**config.mk**
```make
export PLATFORM = sky130hd
export DESIGN_NAME = lap_recall
export DESIGN_NICKNAME = d
export VERILOG_FILES = /design/src/rtl/lap_pkg.sv /design/src/rtl/lap_ram.sv /design/src/rtl/lap_recall.sv
export SDC_FILE = /design/constraint.sdc
export NUM_CORES = 1
export LEC_CHECK = 0
export ABC_AREA = 1
export BUFFER_PORTS_ARGS = -buffer_cell sky130_fd_sc_hd__clkbuf_2
export CORE_AREA = 2 2 87 89
export DETAILED_ROUTE_END_ITERATION = 12
export DIE_AREA = 0 0 89 91
export PLACE_DENSITY = 0.84
export RECOVER_POWER = 25
export SLEW_MARGIN = 20
export SYNTH_ARGS = -nofsm -noshare
export SYNTH_HDL_FRONTEND = slang
export SYNTH_SLANG_ARGS = --single-unit
```
**constraint.sdc**
```tcl
create_clock -name clk -period 3.8 [get_ports clk]
set_input_delay 0.57 -clock clk [delete_from_list [all_inputs] [get_ports clk]]
set_output_delay 0.57 -clock clk [all_outputs]
set_load 0.02 [all_outputs]
```
**src/rtl/lap_pkg.sv**
```systemverilog
// Shared types and constants for the stopwatch lap recall path.
// Build option: LAP_RECALL_BLINK_EN adds the disp_blank flashing output.
package lap_pkg;

  localparam int DIGITS             = 4;
  localparam int HOLD_TICKS_DEFAULT = 5;

  typedef logic [4*DIGITS-1:0] bcd_time_t;

  typedef logic [0:0] recall_state_t;
  localparam recall_state_t LIVE = 1'b0;
  localparam recall_state_t SHOW = 1'b1;

endpackage

```
**src/rtl/lap_ram.sv**
```systemverilog
// Lap time storage: synchronous write, asynchronous read, no reset on contents.
module lap_ram
  import lap_pkg::*;
#(
  parameter int DEPTH = 4,
  parameter int AW    = $clog2(DEPTH)
) (
  input  logic            clk,
  input  logic            we,
  input  logic [AW-1:0]   waddr,
  input  bcd_time_t       wdata,
  input  logic [AW-1:0]   raddr,
  output bcd_time_t       rdata
);

  bcd_time_t mem [DEPTH];

  always_ff @(posedge clk) begin
    if (we) begin
      mem[waddr] <= wdata;
    end
  end

  assign rdata = mem[raddr];

endmodule

```
**src/rtl/lap_recall.sv**
```systemverilog
// Lap recall controller: circular lap buffer plus newest-first playback to the display.
// Build option: LAP_RECALL_BLINK_EN adds disp_blank, toggled on each tick while a lap is shown.
module lap_recall
  import lap_pkg::*;
#(
  parameter int DEPTH      = 4,
  parameter int HOLD_TICKS = HOLD_TICKS_DEFAULT
) (
  input  logic                       clk,
  input  logic                       rst,
  input  logic                       lap,
  input  logic                       clr,
  input  logic                       recall,
  input  logic                       tick,
  input  logic [4*DIGITS-1:0]        live_time,
  output logic [4*DIGITS-1:0]        disp_time,
  output logic                       recall_active,
  output logic [$clog2(DEPTH)-1:0]   lap_idx,
`ifdef LAP_RECALL_BLINK_EN
  output logic                       disp_blank,
`endif
  output logic [$clog2(DEPTH+1)-1:0] lap_count
);

  localparam int AW = $clog2(DEPTH);
  localparam int CW = $clog2(DEPTH+1);
  localparam int HW = $clog2(HOLD_TICKS+1);

  recall_state_t state, nxt_state;
  logic [AW-1:0] wr_ptr, nxt_wr;
  logic [CW-1:0] nxt_count;
  logic [AW-1:0] rd_age, nxt_age;
  logic [HW-1:0] hold, nxt_hold;
  logic          we;
  logic [AW-1:0] raddr;
  bcd_time_t     rdata;

  lap_ram #(.DEPTH(DEPTH), .AW(AW)) u_ram (
    .clk   (clk),
    .we    (we),
    .waddr (wr_ptr),
    .wdata (live_time),
    .raddr (raddr),
    .rdata (rdata)
  );

  // Event priority is clr > lap > recall > tick; any capture drops back to live view.
  always_comb begin
    nxt_state = state;
    nxt_wr    = wr_ptr;
    nxt_count = lap_count;
    nxt_age   = rd_age;
    nxt_hold  = hold;
    we        = 1'b0;
    if (clr) begin
      nxt_state = LIVE;
      nxt_wr    = '0;
      nxt_count = '0;
      nxt_age   = '0;
      nxt_hold  = '0;
    end else if (lap) begin
      we        = 1'b1;
      nxt_wr    = wr_ptr + AW'(1);
      if (lap_count != CW'(DEPTH)) begin
        nxt_count = lap_count + CW'(1);
      end
      nxt_state = LIVE;
      nxt_age   = '0;
      nxt_hold  = '0;
    end else if (recall) begin
      if (state == LIVE) begin
        if (lap_count != '0) begin
          nxt_state = SHOW;
          nxt_age   = '0;
          nxt_hold  = '0;
        end
      end else if ((CW'(rd_age) + CW'(1)) < lap_count) begin
        nxt_age  = rd_age + AW'(1);
        nxt_hold = '0;
      end else begin
        nxt_state = LIVE;
        nxt_age   = '0;
        nxt_hold  = '0;
      end
    end else if (tick && (state == SHOW)) begin
      if (hold == HW'(HOLD_TICKS-1)) begin
        nxt_state = LIVE;
        nxt_age   = '0;
        nxt_hold  = '0;
      end else begin
        nxt_hold = hold + HW'(1);
      end
    end
  end

  // Address the entry that will be on screen next cycle so disp_time moves with the state.
  assign raddr = wr_ptr - AW'(1) - nxt_age;

  always_ff @(posedge clk or posedge rst) begin
    if (rst) begin
      state     <= LIVE;
      wr_ptr    <= '0;
      lap_count <= '0;
      rd_age    <= '0;
      hold      <= '0;
      disp_time <= '0;
    end else begin
      state     <= nxt_state;
      wr_ptr    <= nxt_wr;
      lap_count <= nxt_count;
      rd_age    <= nxt_age;
      hold      <= nxt_hold;
      disp_time <= (nxt_state == SHOW) ? rdata : live_time;
    end
  end

  assign recall_active = (state == SHOW);
  assign lap_idx       = rd_age;

`ifdef LAP_RECALL_BLINK_EN
  always_ff @(posedge clk or posedge rst) begin
    if (rst) begin
      disp_blank <= 1'b0;
    end else if ((state == SHOW) && (nxt_state == SHOW)) begin
      disp_blank <= disp_blank ^ tick;
    end else begin
      disp_blank <= 1'b0;
    end
  end
`endif

endmodule

```
==> run metrics <==
result of the run finished clean; post-synthesis register bit count 91; headroom to the max-slew limit 0.578; startpoint of the lowest-slack register-to-register path lap_idx[0]$_DFF_PP0_; P&R area growth vs syn 11.3%; CTS Buffer Depth 2; area enclosed by the die boundary 0.00810 mm2; post-placement cell count 444; kind of critical path register to register; die span in x 89 um; global placement routability congestion 0.813; first-pass GRT wire length 12100 um; proportion of register bits with asynchronous set or reset after synthesis 0.297; Post-synth EDFFs 64; Clock transition at path regs 0.09 ns; compound-cell area share of the yosys netlist 0.0241; cell with the largest stage delay on the worst path sky130_fd_sc_hd__dfrtp_1; Slew @ Worst Pin 0.633 ns; fraction of the yosys area taken by sequential cells 0.642; cell area after synthesis 0.00404 mm2; Slew Viols, Final 0; setup repair after global routing missed its margin false; effective utilization at floorplan 0.567; number of levels in the clock H-tree 3; layout cells sized above 1 0.271; worst-case register-to-register setup slack 0.68 ns; post-route fraction of the period consumed by the critical path 0.821; number of top-level design ports 44; utilization of the core after routing 0.631; syn nets 340; overall track demand over capacity in global routing 0.199; dpl hpwl 4650 um; highest net fanout along the worst path 17; Lkg Pwr 1.92 nW; pwr/cell area 430 mW/mm2; number of buffers added on ports 43; number of gates given a new drive strength after cts 0; gate count of the mapped netlist 306; shortest clock period the worst path allows after layout 3.12 ns; Avg Vias per Cell 5.27; ordered list of cells on the worst path ha_1 -> ha_1 -> a21oi_1 -> nand2_1 -> nor3_1 -> a31oi_1 -> nor2_1 -> inv_1 -> ha_1 -> xnor2_1 -> nand3_4 -> nand2_4 -> nand2_1 -> nand3_1 -> nand2_1; Remaining Overflow, GRT 0; DRC violation total after the first TritonRoute iteration 118; number of hold-repair buffers added at the cts stage 0; Detailed Routing Iterations Pass 1 4; biggest cell delay along the critical path 0.44 ns; final setup violating endpoints 0; mux contribution to synthesized area 0.0792; via count of the first global-routing pass 2563; number of antenna violations at the first check in global routing 0; share of synthesized cell area in and, or, nand and nor gates 0.173; worst r2r path cells 15; worst-case clock skew 0.00653 ns; arrival time at the worst endpoint 3.36 ns; final routed wirelength across all metal layers 7310 um; share of synthesized cell area in full adder, half adder and majority cells 0.0371; number of diodes added for antenna fixing 0; count of vias placed by the detailed router 2422; synthesized area divided by synthesized cell count 13.2 um2; maximum number of pins on one net before global-route repair 33; Post-Route Setup TNS 0 ns; dominant combinational cell family by area after synthesis simple AND/OR/NAND/NOR gates; Remaining DRCs 0; category of cells accounting for the largest share of critical-path delay simple AND/OR/NAND/NOR gates; xor-xnor portion of the synthesized cell area 0.00217; most instantiated flip-flop cell in the synthesis netlist sky130_fd_sc_hd__edfxtp_1; clock tree from TritonCTS yes; Worst IR Drop VDD 0.000226 V; clock network latency to the later pin of the worst-skew pair 0.34 ns; Worst Hold Class input pin to async pin; Synthesis Warnings 0; number of nets with antenna violations after detailed routing 0; routed len/inst 15.9 um; Die Ht 91 um; number of standard cells in the layout, taps in and fillers out 460; unique cell type count in the Yosys netlist 32; count of endpoints failing hold in the final timing report 0; count of maximum capacitance violations 0; WHS 0.269 ns; core footprint 0.00714 mm2; reg2reg end disp_time[15]$_DFF_PP0_; kind of start point of the critical path register; TritonCTS Buffers 9; Critical Path End Type register; FMAX 0.320 GHz; number of clock sinks seen by CTS 91; critical path buffer and inverter count 1; std cell rows 31; data required time at the worst endpoint 4.04 ns; buffer count from post-CTS setup fixing 0; net total in the final layout 390; cell chosen for the clock root sky130_fd_sc_hd__clkbuf_8
[cells in the mapped netlist (all sizes together) (5+ instances only)]
| cell type | count | area share |
|---|---|---|
| nand2 | 68 | 0.088 |
| edfxtp | 64 | 0.48 |
| nand3 | 40 | 0.065 |
| mux2i | 32 | 0.079 |
| dfrtp | 27 | 0.17 |
| inv | 22 | 0.021 |
| ha | 12 | 0.037 |
| nor2 | 10 | 0.014 |
| o21ai | 9 | 0.012 |
| buf | 8 | 0.017 |
| a21oi | 5 | 0.0090 |
[worst max-delay path by stage]
stage	startpoint	to	slack, ns	cells past startpoint
global placement	lap_idx[0]$_DFF_PP0_	disp_time[9]$_DFF_PP0_	0.91	14
floorplan	lap_idx[0]$_DFF_PP0_	disp_time[10]$_DFF_PP0_	0.91	15
global route	lap_idx[0]$_DFF_PP0_	disp_time[4]$_DFF_PP0_	0.33	15
detailed placement	lap_idx[0]$_DFF_PP0_	disp_time[3]$_DFF_PP0_	0.71	15
CTS	lap_idx[0]$_DFF_PP0_	disp_time[15]$_DFF_PP0_	0.68	15
finish	lap_idx[0]$_DFF_PP0_	disp_time[15]$_DFF_PP0_	0.68	15
[per-stage QoR]
stage	area, um2	power, mW	worst slack [ns]
finish	4500	1.93	0.678
global route	4500	2.02	0.327
CTS	4520	1.96	0.681
detailed placement	4340	1.37	0.714
global placement	4340	1.37	0.913
floorplan	4040	1.31	0.905
[where the power goes]
part | total [mW] | internal [mW] | leakage (nW) | switching (mW)
sequential | 1.12 | 1.10 | 0.919 | 0.0150
clock | 0.584 | 0.258 | 0.0895 | 0.326
combinational | 0.233 | 0.0753 | 0.907 | 0.158
[cell type report]
cell class,instances,area [um2]
timing repair buffer,48,235
sequential,91,2600
multi-input combinational,183,1280
inverter,23,88.8
tap,99,124
clock buffer,11,141
fill,580,2640
clock inverter,5,38.8
[routing by layer]
metal	vias to the layer above	GRT usage	part of all wire
li1	1167	-	-
met1	1182	0.252	0.42
met2	64	0.328	0.52
met3	9	0.0355	0.047
met4	0	0.0933	0.014
met5	-	0	0
[cell usage in the layout, fill, tap and decap left out, types with 3 or more instances in the layout]
cell type | synthesis | final
sky130_fd_sc_hd__clkinv_4 | 0 | 3
sky130_fd_sc_hd__nand2_4 | 3 | 3
sky130_fd_sc_hd__mux2i_1 | 32 | 32
sky130_fd_sc_hd__clkbuf_8 | 0 | 10
sky130_fd_sc_hd__nand3_2 | 10 | 10
sky130_fd_sc_hd__nand2_1 | 40 | 40
sky130_fd_sc_hd__a21oi_1 | 4 | 4
sky130_fd_sc_hd__inv_1 | 19 | 18
sky130_fd_sc_hd__nand3_1 | 29 | 29
sky130_fd_sc_hd__buf_4 | 3 | 5
sky130_fd_sc_hd__dfrtp_1 | 27 | 27
sky130_fd_sc_hd__clkbuf_1 | 0 | 15
sky130_fd_sc_hd__edfxtp_1 | 64 | 64
sky130_fd_sc_hd__nor2_1 | 6 | 6
sky130_fd_sc_hd__nand2_2 | 24 | 24
sky130_fd_sc_hd__inv_2 | 2 | 3
sky130_fd_sc_hd__clkbuf_2 | 0 | 29
sky130_fd_sc_hd__ha_1 | 12 | 12
sky130_fd_sc_hd__o21ai_0 | 8 | 8
[kinds of logic (layout without fill, tap and decap cells)]
family / Yosys count / after routing
AOI/OAI and AO/OA: 16 / 16
muxes: 32 / 32
adders and majority gates: 12 / 12
buffers and inverters: 32 / 87
DFF: 91 / 91
and+or+nand+nor: 122 / 122
xor gates and xnor gates: 1 / 1
[registers in the layout, summed over array words and instances (netlist names)]
| name | flops |
|---|---|
| lap_idx | 2 |
| disp_time | 16 |
| recall_active | 1 |
| u_ram.mem | 64 |
| lap_count | 3 |
| hold | 3 |
| wr_ptr | 2 |
(Power assumes the default switching activity.)
